`config.mk`:
```
export PLATFORM = sky130hd
export DESIGN_NAME = i2s_transmitter
export DESIGN_NICKNAME = d
export VERILOG_FILES = /design/src/rtl/i2s_pkg.sv /design/src/rtl/i2s_clock_gen.sv /design/src/rtl/i2s_transmitter.sv
export SDC_FILE = /design/constraint.sdc
export NUM_CORES = 1
export LEC_CHECK = 0
export BUFFER_PORTS_ARGS = -buffer_cell sky130_fd_sc_hd__buf_2
export CELL_PAD_IN_SITES_DETAIL_PLACEMENT = 0
export CELL_PAD_IN_SITES_GLOBAL_PLACEMENT = 1
export CORE_ASPECT_RATIO = 0.75
export CORE_MARGIN = 2
export CORE_UTILIZATION = 38
export CTS_CLUSTER_DIAMETER = 150
export CTS_CLUSTER_SIZE = 20
export DETAILED_ROUTE_END_ITERATION = 10
export PLACE_DENSITY_LB_ADDON = 0.08
export SLEW_MARGIN = 20
export SYNTH_ARGS = -nofsm -noshare
export SYNTH_HDL_FRONTEND = slang
export SYNTH_HIERARCHICAL = 1
export SYNTH_SLANG_ARGS = --single-unit
export TNS_END_PERCENT = 100
```
`constraint.sdc`:
```
create_clock -name clk_in -period 2.2 [get_ports clk_in]
set_clock_uncertainty 0.2 [all_clocks]
set_input_delay 0.11 -clock clk_in [delete_from_list [all_inputs] [get_ports clk_in]]
set_output_delay 0.11 -clock clk_in [all_outputs]
set_load 0.03 [all_outputs]
```
`src/rtl/i2s_pkg.sv`:
```
// rtl/i2s_pkg.sv - framing constants, sample-pair type and slot bit helper shared by I2S tx/rx
package i2s_pkg;

  localparam int SAMPLE_WIDTH     = 16;
  localparam int SLOT_WIDTH       = 32;
  localparam int FRAME_BITS       = 2 * SLOT_WIDTH;
  localparam int DEFAULT_BCLK_DIV = 12;
  localparam int K_W              = $clog2(FRAME_BITS);

  typedef struct packed {
    logic signed [SAMPLE_WIDTH-1:0] left;
    logic signed [SAMPLE_WIDTH-1:0] right;
  } lr_pair_t;

  // Bit carried in BCLK period k: one-bit I2S delay, 16 sample bits MSB first, then zero pad.
  function automatic logic slot_bit(input lr_pair_t p, input logic [K_W-1:0] k);
    logic [4:0]              j;
    logic [3:0]              idx;
    logic [SAMPLE_WIDTH-1:0] s;
    j   = k[4:0];
    s   = k[K_W-1] ? p.right : p.left;
    idx = 4'(5'(SAMPLE_WIDTH) - j);
    if (j == 5'd0 || j > 5'(SAMPLE_WIDTH)) begin
      return 1'b0;
    end
    return s[idx];
  endfunction

endpackage

```
`src/rtl/i2s_clock_gen.sv`:
```
// rtl/i2s_clock_gen.sv - BCLK divider, LRCLK and frame bit index with a falling-edge strobe
module i2s_clock_gen
  import i2s_pkg::*;
#(
  parameter int BCLK_DIV = DEFAULT_BCLK_DIV
) (
  input  logic           i_clk,
  input  logic           i_rst,
  output logic           o_bclk,
  output logic           o_lrclk,
  output logic           o_fall,
  output logic [K_W-1:0] o_k_next
);

  localparam int DIV_W = (BCLK_DIV > 1) ? $clog2(BCLK_DIV) : 1;

  logic [DIV_W-1:0] r_div;
  logic             r_bclk;
  logic             r_lrclk;
  logic [K_W-1:0]   r_k;
  logic             w_tc;
  logic             w_fall;
  logic [K_W-1:0]   w_k_next;

  assign w_tc     = (r_div == DIV_W'(BCLK_DIV - 1));
  // High in the cycle whose closing edge drives bclk 1->0.
  assign w_fall   = w_tc & r_bclk;
  assign w_k_next = r_k + 1'b1;

  always_ff @(posedge i_clk) begin
    if (i_rst) begin
      r_div   <= '0;
      r_bclk  <= 1'b0;
      r_lrclk <= 1'b0;
      r_k     <= K_W'(FRAME_BITS - 1);
    end else begin
      if (w_tc) begin
        r_div  <= '0;
        r_bclk <= ~r_bclk;
      end else begin
        r_div <= r_div + 1'b1;
      end
      if (w_fall) begin
        r_k     <= w_k_next;
        r_lrclk <= w_k_next[K_W-1];
      end
    end
  end

  assign o_bclk   = r_bclk;
  assign o_lrclk  = r_lrclk;
  assign o_fall   = w_fall;
  assign o_k_next = w_k_next;

endmodule

```
`src/rtl/i2s_transmitter.sv`:
```
// rtl/i2s_transmitter.sv - I2S master transmitter with one-frame holding buffer and underrun repeat
module i2s_transmitter
  import i2s_pkg::*;
#(
  parameter int BCLK_DIV = DEFAULT_BCLK_DIV
) (
  input  logic        clk_in,
  input  logic        rst_in,
  input  logic [15:0] left_sample_in,
  input  logic [15:0] right_sample_in,
  input  logic        sample_valid_in,
  output logic        sample_ready_out,
  output logic        i2s_bclk_out,
  output logic        i2s_lrclk_out,
  output logic        i2s_data_out,
  output logic        frame_start_out,
  output logic        underrun_out
);

  lr_pair_t       r_hold;
  lr_pair_t       r_frame;
  logic           r_full;
  logic           r_data;
  logic           r_frame_start;
  logic           r_underrun;
  logic           w_fall;
  logic [K_W-1:0] w_k_next;
  logic           w_load;
  logic           w_accept;

  i2s_clock_gen #(
    .BCLK_DIV(BCLK_DIV)
  ) u_clock_gen (
    .i_clk   (clk_in),
    .i_rst   (rst_in),
    .o_bclk  (i2s_bclk_out),
    .o_lrclk (i2s_lrclk_out),
    .o_fall  (w_fall),
    .o_k_next(w_k_next)
  );

  assign w_load   = w_fall & (w_k_next == '0);
  assign w_accept = sample_valid_in & ~r_full;

  // The load looks only at the registered buffer state, so an accept on the load edge
  // lands in the buffer and waits a full frame; r_frame keeps the last pair for repeats.
  always_ff @(posedge clk_in) begin
    if (rst_in) begin
      r_hold        <= '0;
      r_frame       <= '0;
      r_full        <= 1'b0;
      r_data        <= 1'b0;
      r_frame_start <= 1'b0;
      r_underrun    <= 1'b0;
    end else begin
      r_frame_start <= w_load;
      r_underrun    <= w_load & ~r_full;
      if (w_load && r_full) begin
        r_frame <= r_hold;
      end
      if (w_accept) begin
        r_full <= 1'b1;
        r_hold <= '{left: left_sample_in, right: right_sample_in};
      end else if (w_load) begin
        r_full <= 1'b0;
      end
      // Bit 0 of every slot is zero, so the stale r_frame on the load edge never shows.
      if (w_fall) begin
        r_data <= slot_bit(r_frame, w_k_next);
      end
    end
  end

  assign sample_ready_out = ~r_full;
  assign i2s_data_out     = r_data;
  assign frame_start_out  = r_frame_start;
  assign underrun_out     = r_underrun;

endmodule

```
==> summary.txt <==
Clock tree
  • CTS clk-pin slew, worst paths: 0.06 ns
  • Clock insertion delay at the later pin of the skew report: 0.34 ns
  • CTS Sinks: 80
  • Root buffer cell: clkbuf_16
  • CTS tree: built
  • Total CTS buffers: 9
  • Maximum clock path buffer count: 2
  • H-tree depth: 3

Route
  • First-pass detailed-route iteration total: 4
  • Via/cell ratio: 4.937
  • DRC Markers: 0
  • Routed wire length: 8.854 mm
  • DR vias: roughly 3.1k
  • DRT antenna net count: 0
  • Avg WL per Cell: 14.33 um
  • Initial drt markers: slightly above 200

Finish
  • Area Growth Syn to Fin: 51.51%
  • Filler cell count: 764
  • Diode count: 0
  • Share of layout cells above drive strength 1: 34.90%
  • NumNets Final: around 540
  • Register Area: 0.001613 mm2
  • Multi-input gate area: 0.001917 mm2
  • Finished layout cell area: 0.005009 mm2

Setup path
  • R2r endpoint: r_frame[5]$_SDFFE_PP0P_
  • WP data required: 2.27 ns
  • Crit. End Element: register
  • Startpoint Class: register
  • Max FO, Critical Path: 6
  • RR Startpoint: u_clock_gen/r_k[0]$_SDFFE_PP1P_
  • FF-to-FF path depth: 11
  • CP startpoint: u_clock_gen/r_k[0]$_SDFFE_PP1P_
  • Reg-to-reg slack, setup: -0.1 ns
  • WS Path Type: register to register
  • CP arrival: between 2 and 2.5 ns

Floorplanning
  • Die ar.: between 0.009 and 0.01 mm2
  • Row cnt: 29
  • Initial Util: 39.10%
  • Core area: 0.008454 mm2
  • Die span in y: 84.78 um
  • Die X: 111.7 um
  • IO Count: 41

STA
  • Fin crit period: between 2 and 2.5 ns
  • RSZ-0062 raised after global routing: yes
  • Final setup fails: 31
  • Worst slew pin tran: roughly 0.47 ns
  • Fin crit share: 104.5%
  • Slew headroom: between 60 and 70%
  • Setup_tns: -1.983 ns
  • Max Clk Rate: approximately 430 MHz
  • Setup WS post-layout: -0.09952 ns
  • Endpoints failing hold: 0
  • Final Max Slew Viols: 0

Place
  • Gpl congestion: ~0.8
  • Dpl cell area: 0.003801 mm2
  • Dpl hpwl: 5.316 mm
  • IO buf count: 40

Job
  • Max cap viols: 0

GRT
  • GR Util All Layers: 18.15%
  • Largest net degree at the start of global routing: 39
  • Initial antenna violation count: 0
  • First-pass GRT wire length: 13.79 mm
  • Vias in the first global route: 2820
  • Grt total ovfl: 0

Power and ir drop
  • Max VDD drop: 0.0005415 V
  • Leakage: 2.132 nW
  • PD cells: 656.7 mW/mm2

Yosys
  • Post-synthesis sequential area ratio: 48.45%
  • #FFs+latches synth: 80
  • Top cell type's share of synthesized area: 48.45%
  • Syn Area/Cell: 8.182 um2
  • Mapped Nets: 442
  • Synth warn: 6
  • Synth top area cells: dfxtp_1, nand2_1, a21oi_1
  • Synth Cell Area: 0.003306 mm2
  • Dominant cell type by area after synthesis: dfxtp_1
  • Synth unique cells: 41
  • Post-synthesis cell count: 404

Hold path
  • Startpoint of the worst hold path: r_frame[2]$_SDFFE_PP0P_
  • Hold Path Cell Cnt: 2
  • Hold WC Path Type: register to register
  • Hold path endpoint: r_frame[2]$_SDFFE_PP0P_

Outcome
  • Status: complete, but fails checks
  • Failing checks: negative setup slack
critical path: stages (launching register included):
cell and delay, ns:
dfxtp_4 0.37, ha_4 0.16, and3_4 0.19, xor2_4 0.16
nor4b_4 0.27, nand3_2 0.12, buf_6 0.14, nor2_4 0.13
buf_12 0.14, clkbuf_16 0.17, nand2_4 0.05, a21oi_2 0.12
metal layers:
layer | vias to the layer above | global-route usage (%) | part of all wire [%]
li1 | 1559 | - | -
met1 | 1424 | 25.63 | 50
met2 | 62 | 27.11 | 45
met3 | 6 | 5.560 | 4.7
met4 | 0 | 4.714 | 0.47
met5 | - | 0 | 0
registers in the layout, indices dropped and copies added, names as in the netlist:
name	cells
r_frame	32
r_hold	32
u_clock_gen/r_k	6
u_clock_gen/r_div	4
frame_start_out	1
i2s_data_out	1
r_full	1
u_clock_gen/o_bclk	1
u_clock_gen/o_lrclk	1
underrun_out	1
worst max path at each step:
stage                                      endpoint  slack, ns
after CTS                 i2s_data_out$_SDFFE_PP0P_       -0.1
final                       r_frame[5]$_SDFFE_PP0P_       -0.1
after global routing       r_frame[20]$_SDFFE_PP0P_      -0.19
after global placement    i2s_data_out$_SDFFE_PP0P_      -0.24
after detailed placement  i2s_data_out$_SDFFE_PP0P_      -0.25
after floorplan            r_frame[15]$_SDFFE_PP0P_      0.005
synthesized netlist by cell type, drive strengths merged:
master and number:
nand3 10, or3 4, ha 3, nor4b 1
buf 12, or2 1, mux4 5, a31oi 2
a21boi 1, nor2b 2, a32o 1, o21ai 10
xnor2 3, and3 3, nand2 138, and3b 2
o2bb2ai 1, a21oi 69, nand4b 2, dfxtp 80
clkbuf 13, nand2b 3, or3b 1, xor2 2
nor2 9, nor3 5, or4 1, a22oi 2
nor3b 1, inv 7, mux2i 9, o31ai 1
final cells by class:
class / count / area share [%]
clock buffer: 14 / 5.671
clock inverter: 2 / 0.6995
inverter: 7 / 0.5246
multi-input combinational: 292 / 38.27
sequential: 80 / 32.20
tap: 108 / 2.698
timing repair buffer: 115 / 19.94
cells in the final DEF, fill, tap and decap left out, types with 7 or more instances in the layout:
master,instances
clkbuf_16,13
nor2_1,8
dfxtp_1,75
mux2i_1,8
a21oi_2,25
buf_2,40
a21oi_1,44
nand2_4,23
o21ai_0,7
nand3_1,8
dlygate4sd3_1,34
nand2_1,107
buf_4,27
nand2_2,8
cells by family after synthesis:
family / count (synthesis) / synth area share (%)
simple gates: 183 / 24.41
compound gates: 87 / 13.82
flops: 80 / 48.45
buf+inv: 32 / 4.731
mux: 14 / 6.132
xor+xnor: 5 / 1.325
fa+ha+maj: 3 / 1.136
stage by stage:
stage	instances	setup slack, ns	total power [mW]	util (%)	hold slack (ns)
3_3_place_gp	560	-0.2379	1.691	44.96	0.1500
6_report	618	-0.09952	3.289	59.24	0.2526
3_5_place_dp	560	-0.2509	1.694	44.96	0.1557
2_1_floorplan	404	0.004774	1.626	-	-0.02093
5_1_grt	618	-0.1864	3.423	59.24	0.2674
4_1_cts	610	-0.09583	3.314	53.37	0.2546
where the power goes:
group	switching (mW)	internal [mW]	total (mW)
logic	0.0981	0.100	0.198
clock network	0.571	1.00	1.57
registers	0.0327	1.49	1.52
what timing repair did:
| action | 4_1_cts | 5_1_grt |
|---|---|---|
| endpoints found under the hold margin | 43 | 0 |
| gates resized for setup | 16 | 90 |
| cloned | 0 | 6 |
| endpoints found under the setup margin | 34 | 34 |
| setup buffers | 0 | 3 |
| hold buffers | 34 | 0 |
| pin swaps | 2 | 45 |
(Power assumes the default switching activity.)
